===== src/rtl/morningjava_seg7_pkg.sv =====
// rtl/morningjava_seg7_pkg.sv - shared constants and hex decoder for the 7-segment mux
// Contents: segment bit indices (SEG_A..SEG_P), SEG_0..SEG_F patterns
// (bit order p g f e d c b a, 1 = lit), hex_to_seg() returning g..a.
package morningjava_seg7_pkg;

    localparam int SEG_A = 0;
    localparam int SEG_B = 1;
    localparam int SEG_C = 2;
    localparam int SEG_D = 3;
    localparam int SEG_E = 4;
    localparam int SEG_F_IDX = 5;
    localparam int SEG_G = 6;
    localparam int SEG_P = 7;

    localparam logic [7:0] SEG_0 = 8'h3F;
    localparam logic [7:0] SEG_1 = 8'h06;
    localparam logic [7:0] SEG_2 = 8'h5B;
    localparam logic [7:0] SEG_3 = 8'h4F;
    localparam logic [7:0] SEG_4 = 8'h66;
    localparam logic [7:0] SEG_5 = 8'h6D;
    localparam logic [7:0] SEG_6 = 8'h7D;
    localparam logic [7:0] SEG_7 = 8'h07;
    localparam logic [7:0] SEG_8 = 8'h7F;
    localparam logic [7:0] SEG_9 = 8'h6F;
    localparam logic [7:0] SEG_A_HEX = 8'h77;
    localparam logic [7:0] SEG_B_HEX = 8'h7C;
    localparam logic [7:0] SEG_C_HEX = 8'h39;
    localparam logic [7:0] SEG_D_HEX = 8'h5E;
    localparam logic [7:0] SEG_E_HEX = 8'h79;
    localparam logic [7:0] SEG_F_HEX = 8'h71;

    function automatic logic [6:0] hex_to_seg(input logic [3:0] hex);
        logic [7:0] s;
        case (hex)
            4'h0:    s = SEG_0;
            4'h1:    s = SEG_1;
            4'h2:    s = SEG_2;
            4'h3:    s = SEG_3;
            4'h4:    s = SEG_4;
            4'h5:    s = SEG_5;
            4'h6:    s = SEG_6;
            4'h7:    s = SEG_7;
            4'h8:    s = SEG_8;
            4'h9:    s = SEG_9;
            4'hA:    s = SEG_A_HEX;
            4'hB:    s = SEG_B_HEX;
            4'hC:    s = SEG_C_HEX;
            4'hD:    s = SEG_D_HEX;
            4'hE:    s = SEG_E_HEX;
            default: s = SEG_F_HEX;
        endcase
        return s[6:0];
    endfunction

endpackage


===== src/rtl/morningjava_seg7_if.sv =====
// rtl/morningjava_seg7_if.sv - host/display bundle for the 7-segment mux
// master: drives load, data_in, dp_in, lzs; observes segments, digit_en,
// frame_start, pending. slave: the display driver side.
interface morningjava_seg7_if #(
    parameter int DIGITS = 4
);
    logic                  load;
    logic [4*DIGITS-1:0]   data_in;
    logic [DIGITS-1:0]     dp_in;
    logic                  lzs;
    logic [7:0]            segments;
    logic [DIGITS-1:0]     digit_en;
    logic                  frame_start;
    logic                  pending;

    modport master (
        output load, data_in, dp_in, lzs,
        input  segments, digit_en, frame_start, pending
    );

    modport slave (
        input  load, data_in, dp_in, lzs,
        output segments, digit_en, frame_start, pending
    );
endinterface


===== src/rtl/morningjava_seg7_scan.sv =====
// rtl/morningjava_seg7_scan.sv - slot counter and digit index for the scan
// Ports: clk, rst (sync active-high); idx_o current digit; blank_o high in
// the first BLANK_CYCLES of a slot; first_o at cnt==0,idx==0; boundary_o on
// the last cycle of the frame.
module morningjava_seg7_scan #(
    parameter int DIGITS       = 4,
    parameter int CLK_DIV      = 1000,
    parameter int BLANK_CYCLES = 16,
    parameter int IW           = (DIGITS > 1) ? $clog2(DIGITS) : 1
) (
    input  logic          clk,
    input  logic          rst,
    output logic [IW-1:0] idx_o,
    output logic          blank_o,
    output logic          first_o,
    output logic          boundary_o
);
    localparam int CW = (CLK_DIV > 1) ? $clog2(CLK_DIV) : 1;

    logic [CW-1:0] cnt_q, cnt_d;
    logic [IW-1:0] idx_q, idx_d;
    logic          slot_end;
    logic          last_digit;

    always_comb begin
        slot_end   = (cnt_q == CW'(CLK_DIV - 1));
        last_digit = (idx_q == IW'(DIGITS - 1));
        cnt_d      = slot_end ? '0 : cnt_q + 1'b1;
        idx_d      = idx_q;
        if (slot_end) begin
            idx_d = last_digit ? '0 : idx_q + 1'b1;
        end
    end

    always_ff @(posedge clk) begin
        if (rst) begin
            cnt_q <= '0;
            idx_q <= '0;
        end else begin
            cnt_q <= cnt_d;
            idx_q <= idx_d;
        end
    end

    assign idx_o      = idx_q;
    assign blank_o    = (cnt_q < CW'(BLANK_CYCLES));
    assign first_o    = (cnt_q == '0) && (idx_q == '0);
    assign boundary_o = slot_end && last_digit;
endmodule


===== src/rtl/morningjava_seg7_mux.sv =====
// rtl/morningjava_seg7_mux.sv - time-multiplexed common-cathode 7-segment driver
// Ports: clk, rst (sync active-high), bus (slave modport: load, data_in,
// dp_in, lzs in; segments, digit_en, frame_start, pending out).
// Optional macro MORNINGJAVA_SEG7_BRIGHTNESS_EN adds input brightness[3:0]
// and a free-running PWM that gates the lit part of each slot.
module morningjava_seg7_mux
    import morningjava_seg7_pkg::*;
#(
    parameter int DIGITS       = 4,
    parameter int CLK_DIV      = 1000,
    parameter int BLANK_CYCLES = 16
) (
    input  logic               clk,
    input  logic               rst,
`ifdef MORNINGJAVA_SEG7_BRIGHTNESS_EN
    input  logic [3:0]         brightness,
`endif
    morningjava_seg7_if.slave  bus
);
    localparam int IW = (DIGITS > 1) ? $clog2(DIGITS) : 1;

    logic [IW-1:0]       idx;
    logic                blank, first, boundary;

    logic [4*DIGITS-1:0] shadow_data_q, shadow_data_d;
    logic [DIGITS-1:0]   shadow_dp_q, shadow_dp_d;
    logic [4*DIGITS-1:0] disp_data_q, disp_data_d;
    logic [DIGITS-1:0]   disp_dp_q, disp_dp_d;
    logic                pending_q, pending_d;
    logic [7:0]          segments_q, segments_d;
    logic [DIGITS-1:0]   digit_en_q, digit_en_d;
    logic                frame_start_q, frame_start_d;
    logic [DIGITS-1:0]   supp;
    logic [3:0]          nib;
    logic                lit;

    morningjava_seg7_scan #(
        .DIGITS       (DIGITS),
        .CLK_DIV      (CLK_DIV),
        .BLANK_CYCLES (BLANK_CYCLES),
        .IW           (IW)
    ) u_scan (
        .clk        (clk),
        .rst        (rst),
        .idx_o      (idx),
        .blank_o    (blank),
        .first_o    (first),
        .boundary_o (boundary)
    );

    always_ff @(posedge clk) begin
        if (rst) begin
            assert (DIGITS >= 1 && DIGITS <= 8 && BLANK_CYCLES >= 1 &&
                    CLK_DIV >= BLANK_CYCLES + 2)
                else $error("morningjava_seg7_mux: illegal parameter set");
        end
    end

    // Shadow/display double buffer. The display copy uses the pre-edge shadow,
    // so a load landing on the boundary stays pending for one more frame.
    always_comb begin
        shadow_data_d = shadow_data_q;
        shadow_dp_d   = shadow_dp_q;
        disp_data_d   = disp_data_q;
        disp_dp_d     = disp_dp_q;
        pending_d     = pending_q;
        if (boundary && pending_q) begin
            disp_data_d = shadow_data_q;
            disp_dp_d   = shadow_dp_q;
            pending_d   = 1'b0;
        end
        if (bus.load) begin
            shadow_data_d = bus.data_in;
            shadow_dp_d   = bus.dp_in;
            pending_d     = 1'b1;
        end
    end

    // supp[k]: every nibble from the top digit down to k is zero.
    always_comb begin
        logic zero_run;
        zero_run = 1'b1;
        supp     = '0;
        for (int k = DIGITS - 1; k >= 1; k--) begin
            zero_run = zero_run & (disp_data_q[4*k +: 4] == 4'h0);
            supp[k]  = zero_run;
        end
    end

`ifdef MORNINGJAVA_SEG7_BRIGHTNESS_EN
    logic [3:0] pwm_q;

    always_ff @(posedge clk) begin
        if (rst) pwm_q <= '0;
        else     pwm_q <= pwm_q + 4'd1;
    end

    assign lit = ~blank & ((brightness == 4'hF) | (pwm_q < brightness));
`else
    assign lit = ~blank;
`endif

    always_comb begin
        nib           = disp_data_q[{idx, 2'b00} +: 4];
        segments_d    = '0;
        digit_en_d    = '0;
        frame_start_d = first;
        if (lit) begin
            digit_en_d             = DIGITS'(1) << idx;
            segments_d[SEG_P]      = disp_dp_q[idx];
            segments_d[SEG_G:SEG_A] = (bus.lzs && supp[idx]) ? 7'h00 : hex_to_seg(nib);
        end
    end

    always_ff @(posedge clk) begin
        if (rst) begin
            shadow_data_q <= '0;
            shadow_dp_q   <= '0;
            disp_data_q   <= '0;
            disp_dp_q     <= '0;
            pending_q     <= 1'b0;
            segments_q    <= '0;
            digit_en_q    <= '0;
            frame_start_q <= 1'b0;
        end else begin
            shadow_data_q <= shadow_data_d;
            shadow_dp_q   <= shadow_dp_d;
            disp_data_q   <= disp_data_d;
            disp_dp_q     <= disp_dp_d;
            pending_q     <= pending_d;
            segments_q    <= segments_d;
            digit_en_q    <= digit_en_d;
            frame_start_q <= frame_start_d;
        end
    end

    assign bus.segments    = segments_q;
    assign bus.digit_en    = digit_en_q;
    assign bus.frame_start = frame_start_q;
    assign bus.pending     = pending_q;
endmodule


===== src/flat_wrapper.sv =====
// flat-port wrapper written by rule: the top's interface ports become plain ports
module morningjava_seg7_mux_flat import morningjava_seg7_pkg::*;
#(
    parameter int DIGITS       = 4,
    parameter int CLK_DIV      = 1000,
    parameter int BLANK_CYCLES = 16
)
  (clk, rst, bus_load, bus_data_in, bus_dp_in, bus_lzs, bus_segments, bus_digit_en, bus_frame_start, bus_pending);
  morningjava_seg7_if #(.DIGITS(DIGITS)) bus_i ();
  input  logic clk;
  input  logic rst;
  input wire logic [$bits(bus_i.load)-1:0] bus_load;
  input wire logic [$bits(bus_i.data_in)-1:0] bus_data_in;
  input wire logic [$bits(bus_i.dp_in)-1:0] bus_dp_in;
  input wire logic [$bits(bus_i.lzs)-1:0] bus_lzs;
  output wire logic [$bits(bus_i.segments)-1:0] bus_segments;
  output wire logic [$bits(bus_i.digit_en)-1:0] bus_digit_en;
  output wire logic [$bits(bus_i.frame_start)-1:0] bus_frame_start;
  output wire logic [$bits(bus_i.pending)-1:0] bus_pending;
  assign bus_i.load = bus_load;
  assign bus_i.data_in = bus_data_in;
  assign bus_i.dp_in = bus_dp_in;
  assign bus_i.lzs = bus_lzs;
  assign bus_segments = bus_i.segments;
  assign bus_digit_en = bus_i.digit_en;
  assign bus_frame_start = bus_i.frame_start;
  assign bus_pending = bus_i.pending;
  morningjava_seg7_mux #(.DIGITS(DIGITS), .CLK_DIV(CLK_DIV), .BLANK_CYCLES(BLANK_CYCLES)) u_core (.clk(clk), .rst(rst), .bus(bus_i));
endmodule

===== config.mk =====
export PLATFORM = sky130hd
export DESIGN_NAME = morningjava_seg7_mux_flat
export DESIGN_NICKNAME = d
export VERILOG_FILES = /design/src/rtl/morningjava_seg7_pkg.sv /design/src/rtl/morningjava_seg7_if.sv /design/src/rtl/morningjava_seg7_scan.sv /design/src/rtl/morningjava_seg7_mux.sv /design/src/flat_wrapper.sv
export SDC_FILE = /design/constraint.sdc
export NUM_CORES = 1
export LEC_CHECK = 0
export CORE_UTILIZATION = 30
export DETAILED_ROUTE_END_ITERATION = 16
export PLACE_DENSITY = 0.58
export RECOVER_POWER = 100
export SLEW_MARGIN = 20
export SYNTH_ARGS = -nofsm -noshare
export SYNTH_HDL_FRONTEND = slang
export SYNTH_SLANG_ARGS = --single-unit

===== constraint.sdc =====
create_clock -name clk -period 5.5 [get_ports clk]
set_input_delay 1.1 -clock clk [delete_from_list [all_inputs] [get_ports clk]]
set_output_delay 1.1 -clock clk [all_outputs]
set_load 0.05 [all_outputs]

==> flow_summary.toml, run 1 <==
[drt]
vias = 2007
drt_wl_total_um = 5390
viasPerCell = 4.66
firstDrtPassIters = 4
ant_nets = 0
drc = 0
drtIter0Drc = 89
wire_per_inst_um = 12.5

[worst_hold_path]
holdPathStages = 1
hold_path_class = "reg -> reg"
min_from = "u_core.u_scan.cnt_q[0]"
min_to = "u_core.u_scan.cnt_q[0]"

[die]
start_util_pct = 31.6
dieArea_um2 = 9750
row_count = 34
ios = 38
coreArea_um2 = 8890
die_w_um = 98.7
die_h_um = 98.7

[final_layout]
area_growth_pct = 21.7
final_cell_mix = "dfxtp_1 (66), nor2_1 (63), mux2i_1 (42), clkdlybuf4s50_1 (21), dlygate4sd3_1 (15)"
final_common_cell = "dfxtp_1"
fin_area_um2 = 3420
n_fill_cell = 878
antenna_cells = 0
final_nets = 353
drive_gt1_share_pct = 7.43

[placed_design]
gp_congestion = 0.789
hpwl_um = 3690
place_area_um2 = 3240
io_buffers = 37

[worst_setup_path]
crit_slowest_cell = "clkbuf_1"
cp_max_fo = 48
reg2reg_depth = 5
crit_path_end_kind = "register"
slowest_delay_ns = 1.49
r2r_setup_slack_ns = 3.07
arrival_ns = 3.93
worstPathRequired_ns = 5.70
critPathKind = "in -> reg"
cp-start-kind = "primary input"
path_cells = "dlygate4sd3_1 -> clkbuf_1 -> a31oi_1 -> o31ai_1 -> nor3_1"
rr_startpoint = "u_core.u_scan.idx_o[0]"
crit_family = "buffers and inverters"
r2r_end = "u_core.disp_dp_q[3]"
cp_num_buf_inv = 2

[power_and_ir_drop]
cellPowerDensity_nw_per_um2 = 271
p_leak_uw = 0.00150
irDropWorstVdd_v = 0.000105

[synthesis]
post_synth.cell_area_avg_um2 = 9.85
yosysUniqueCellTypes = 33
yosys_warnings = 0
syn-instance-count = 285
synth_seq_area_share_pct = 47.1
syn-num-nets = 320
synth-seq-cells = 66
synth_area_um2 = 2810

[clock_tree]
cts_root_buffer = "clkbuf_8"
cts-resized-gates = 0
cts_setup_buffers = 0
cts_tree = "yes"
cts.path.max_buffers = 2
cts_buffers = 9
htreeDepth = 3
cts_hold_buf = 0
clkTransAtPathRegs_ns = 0.08
clock_sinks = 66
worstSkewPairLatency_ns = 0.35

[global_route]
grt_pass1_vias = 1899
grt_usage_pct = 12.1
antenna_found_initial = 0
grt_max_degree = 49
grt_pass1_wl_um = 9220
grt_overflow = 0

[sta]
post-route-period-util_pct = 67.9
fin_skew_ns = 0.00851
slew_headroom_pct = -40.3
tightest_slew_ns = 2.10
min_period_ns = 3.73
rsz0062_at_grt = "false"
setup_viol = 0
final.setup.tns_ns = 0
finalHoldViolCount = 0
fmax_ghz = 0.268
slew_viol_final = 49

[job]
cap_violations = 1

[run_status]
status = "finished, violations left"
violations = "capacitance limit, slew limit"
==> per-stage QoR <==
step                      cells  worst slack (ns)  util [%]  hold slack, ns  power (uW)
after floorplan             285              3.41         -           0.430         537
after global placement      415              2.64      36.4           0.441         562
after detailed placement    415              2.68      36.4           0.458         562
after CTS                   431              2.86      38.5           0.468         942
after global routing        431              1.49      38.4           0.497         973
final                       431              1.77      38.4           0.466         926
==> metal layers <==
layer	GRT usage [%]	part of all wire, %	vias up
met5	0	0	-
met4	6.54	1.1	0
met3	3.19	3.9	5
met2	18.0	46	44
met1	16.1	49	929
li1	-	-	1029
==> flip-flops by register name (all words and copies together), names as in the netlist <==
| register | count |
|---|---|
| u_core.u_scan.cnt_q | 10 |
| u_core.bus.segments | 8 |
| u_core.bus.frame_start | 1 |
| u_core.bus.pending | 1 |
| u_core.u_scan.idx_o | 2 |
| u_core.shadow_dp_q | 4 |
| u_core.bus.digit_en | 4 |
| u_core.disp_data_q | 16 |
| u_core.shadow_data_q | 16 |
| u_core.disp_dp_q | 4 |
==> layout make-up <==
cell class,count,area (um^2),share of cell area (%)
multi-input cells,192,1370,40.0
repair buffers,38,369,10.8
inverters,11,41.3,1.21
well taps,108,135,3.95
clock buffers,9,124,3.63
clock inverters,7,60.1,1.76
flip-flops and latches,66,1320,38.7
==> synthesized netlist by cell type <==
| master | number | area share, % |
|---|---|---|
| xnor2_1 | 9 | 2.8 |
| nor2b_1 | 1 | 0.22 |
| o21ai_0 | 3 | 0.53 |
| mux2i_1 | 42 | 15 |
| ha_1 | 11 | 4.9 |
| a21oi_1 | 6 | 1.1 |
| nor2_1 | 63 | 8.4 |
| nand4b_1 | 1 | 0.31 |
| o31ai_1 | 1 | 0.27 |
| buf_1 | 3 | 0.40 |
| dfxtp_1 | 66 | 47 |
| clkbuf_1 | 7 | 0.94 |
| or3_1 | 2 | 0.45 |
| o22ai_1 | 1 | 0.22 |
| a31oi_1 | 1 | 0.22 |
| xor2_1 | 3 | 0.94 |
| nor4_1 | 3 | 0.67 |
| a221oi_1 | 3 | 0.94 |
| buf_6 | 2 | 0.80 |
| and3_1 | 2 | 0.45 |
| nand4_1 | 2 | 0.45 |
| nor3_1 | 5 | 0.89 |
| o21ai_1 | 1 | 0.18 |
| and2_1 | 4 | 0.89 |
| nand2_1 | 10 | 1.3 |
| nand2b_1 | 2 | 0.45 |
| nor3b_1 | 3 | 0.80 |
| nand3_1 | 5 | 0.89 |
| mux4_2 | 6 | 4.8 |
| or4_1 | 1 | 0.27 |
| a211oi_1 | 1 | 0.27 |
| inv_1 | 11 | 1.5 |
| buf_2 | 4 | 0.71 |
==> how the worst max path moves through the flow <==
stage / from / endpoint / slack [ns] / depth (start not counted)
floorplan: bus_load / u_core.shadow_data_q[10] / 3.41 / 4
finish: rst / u_core.bus.segments[4] / 1.77 / 5
global route: rst / u_core.bus.segments[1] / 1.49 / 5
CTS: u_core.bus.pending / bus_pending / 2.86 / 1
global placement: bus_load / u_core.shadow_dp_q[2] / 2.64 / 3
detailed placement: rst / u_core.bus.segments[6] / 2.68 / 5
==> worst reg2reg max path, stage by stage (launching register included) <==
cell     delay, ns
dfxtp_1       0.68
ha_1          0.29
nand2_1       0.06
or4_2         0.90
mux2i_1       0.26
nor2_1        0.06
==> kinds of logic after synthesis <==
| kind of cell | Yosys count | share of synthesized area (%) |
|---|---|---|
| buffers and inverters | 27 | 4.32 |
| AO/OA/AOI/OAI | 17 | 3.70 |
| XOR/XNOR | 12 | 3.74 |
| multiplexers | 48 | 19.8 |
| adder cells (fa/ha/maj) | 11 | 4.90 |
| AND/OR/NAND/NOR | 104 | 16.5 |
| flip-flops | 66 | 47.1 |
==> power by group <==
part,switching (uW),internal (uW)
clock network,207,170
registers,7.16,489
logic,24.9,27.8
total,239,687
Power figures use the tool's default switching activity.
==> inputs of run 2 (changes only) <==
--- a/config.mk
+++ b/config.mk
@@ -7,7 +7,7 @@
 export LEC_CHECK = 0
 export CORE_UTILIZATION = 30
 export DETAILED_ROUTE_END_ITERATION = 16
-export PLACE_DENSITY = 0.58
+export PLACE_DENSITY = 0.6
 export RECOVER_POWER = 100
 export SLEW_MARGIN = 20
 export SYNTH_ARGS = -nofsm -noshare
==> constraint.sdc (replaced) <==
create_clock -name clk -period 3.3 [get_ports clk]
set_input_delay 0.66 -clock clk [delete_from_list [all_inputs] [get_ports clk]]
set_output_delay 0.66 -clock clk [all_outputs]
set_load 0.05 [all_outputs]
==> flow_summary.toml, run 2 (same netlist as run 1, synthesis figures left out) <==
[worst_setup_path]
crit_family = "buffers and inverters"
r2r_setup_slack_ns = 0.88
crit_path_end_kind = "register"
path_cells = "dlygate4sd3_1 -> clkbuf_1 -> mux2i_1 -> nor2_1"
cp_num_buf_inv = 2
cp-start-kind = "primary input"
arrival_ns = 2.64
crit_slowest_cell = "clkbuf_1"
worstPathRequired_ns = 3.51
slowest_delay_ns = 1.09
critPathKind = "in -> reg"
cp_max_fo = 21

[drt]
firstDrtPassIters = 4
drtIter0Drc = 108
vias = 2012
wire_per_inst_um = 12.1
drt_wl_total_um = 5210
ant_nets = 0
top_layer = "met4"
wl_met3_um = 234
drc = 0
drt-met1-wl_um = 2690
wl_met2_um = 2200
viasPerCell = 4.66

[worst_hold_path]
hold_path_class = "reg -> reg"

[power_and_ir_drop]
p_leak_uw = 0.00151
power.total_uw = 1600
pwr-share-clk_pct = 42.6
switching_share_pct = 21.7
p_comb_share_pct = 5.6
seq_power_share_pct = 51.8
irDropWorstVdd_v = 0.000145
p_switching_uw = 348
internal-power_uw = 1250
cellPowerDensity_nw_per_um2 = 464

[clock_tree]
htreeDepth = 3
cts_root_buffer = "clkbuf_8"
clock_sinks = 66
worstSkewPairLatency_ns = 0.33
cts-resized-gates = 0
cts_hold_buf = 0
cts_tree = "yes"
cts_buffers = 9
cts.path.max_buffers = 2
clkTransAtPathRegs_ns = 0.07
cts_setup_buffers = 0

[die]
die_w_um = 98.7
start_util_pct = 31.6
ios = 38
dieArea_um2 = 9750
die_h_um = 98.7
coreArea_um2 = 8890
row_count = 34

[sta]
slew_viol_final = 21
rsz0062_at_grt = "false"
min_period_ns = 2.43
fin_skew_ns = 0.0110
setup_viol = 0
finalHoldViolCount = 0
post-route-period-util_pct = 73.6
slew_headroom_pct = -0.247
fmax_ghz = 0.412
final.setup.tns_ns = 0
worst_hold_slack_ns = 0.473
tightest_slew_ns = 1.50

[global_route]
grt_max_degree = 48
grt_pass1_vias = 1863
antenna_found_initial = 0
grt_usage_pct = 11.7
grt_pass1_wl_um = 8890
grt_overflow = 0

[run_status]
violations = "capacitance limit, slew limit"
status = "finished, violations left"

[final_layout]
antenna_cells = 0
largestRegisters = "u_core.disp_data_q: 16 flops, u_core.shadow_data_q: 16 flops, u_core.u_scan.cnt_q: 10 flops"
drive_gt1_share_pct = 6.79
final_common_cell = "dfxtp_1"
fin_area_um2 = 3450
final_cell_mix = "dfxtp_1 (66), nor2_1 (63), mux2i_1 (42), clkdlybuf4s50_1 (21), dlygate4sd3_1 (16)"
n_fill_cell = 888
area_growth_pct = 22.9
final_nets = 354

[placed_design]
place_area_um2 = 3250
io_buffers = 37
hpwl_um = 3650
gp_congestion = 0.789

[job]
cap_violations = 1
[run 2: changes by cell type in the layout (fill, tap and decap cells not counted), sizes merged]
| cell | previous run | this run |
|---|---|---|
| dlygate4sd3 | 15 | 16 |
| clkinv | 3 | 1 |
| inv | 14 | 11 |
| clkbuf | 10 | 13 |
| clkinvlp | 1 | 2 |
| bufinv | 0 | 1 |
[run 2: through the flow]
| step | utilization (%) | instances | worst slack, ns |
|---|---|---|---|
| 2_1_floorplan | - | 285 | 1.25 |
| 3_3_place_gp | 36.5 | 416 | 0.931 |
| 3_5_place_dp | 36.5 | 416 | 0.853 |
| 4_1_cts | 38.8 | 432 | 0.862 |
| 5_1_grt | 38.8 | 432 | 0.701 |
| 6_report | 38.8 | 432 | 0.871 |
[run 2: cell type report]
cell class | instances | area [um^2] | share of cell area [%]
Clock inverter | 4 | 50.0 | 1.45
Clock buffer | 12 | 155 | 4.50
Multi-Input combinational cell | 192 | 1370 | 39.6
Inverter | 11 | 41.3 | 1.20
Sequential cell | 66 | 1320 | 38.3
Tap cell | 108 | 135 | 3.92
Timing Repair Buffer | 39 | 382 | 11.1
[run 2: power groups by stage]
stage	clock network [uW]	logic, uW	registers [uW]
floorplan	0	44.4	850
global placement	0	90.2	847
detailed placement	0	91.7	847
CTS	705	91.9	829
global route	745	99.7	830
finish	683	89.6	829
[run 2: metal layers]
layer	GRT usage, %	up-vias
met4	5.51	0
met3	3.33	8
li1	-	1035
met5	0	-
met1	15.5	924
met2	17.4	45
[run 2: final timing paths]
path / depth (start not counted) / end / start
worst max-delay path: 4 / u_core.shadow_data_q[12] / bus_load
worst min-delay path: 1 / u_core.u_scan.cnt_q[0] / u_core.u_scan.cnt_q[0]
worst max register to register: 5 / u_core.disp_data_q[3] / u_core.u_scan.idx_o[0]
worst min register to register: 1 / u_core.u_scan.cnt_q[0] / u_core.u_scan.cnt_q[0]
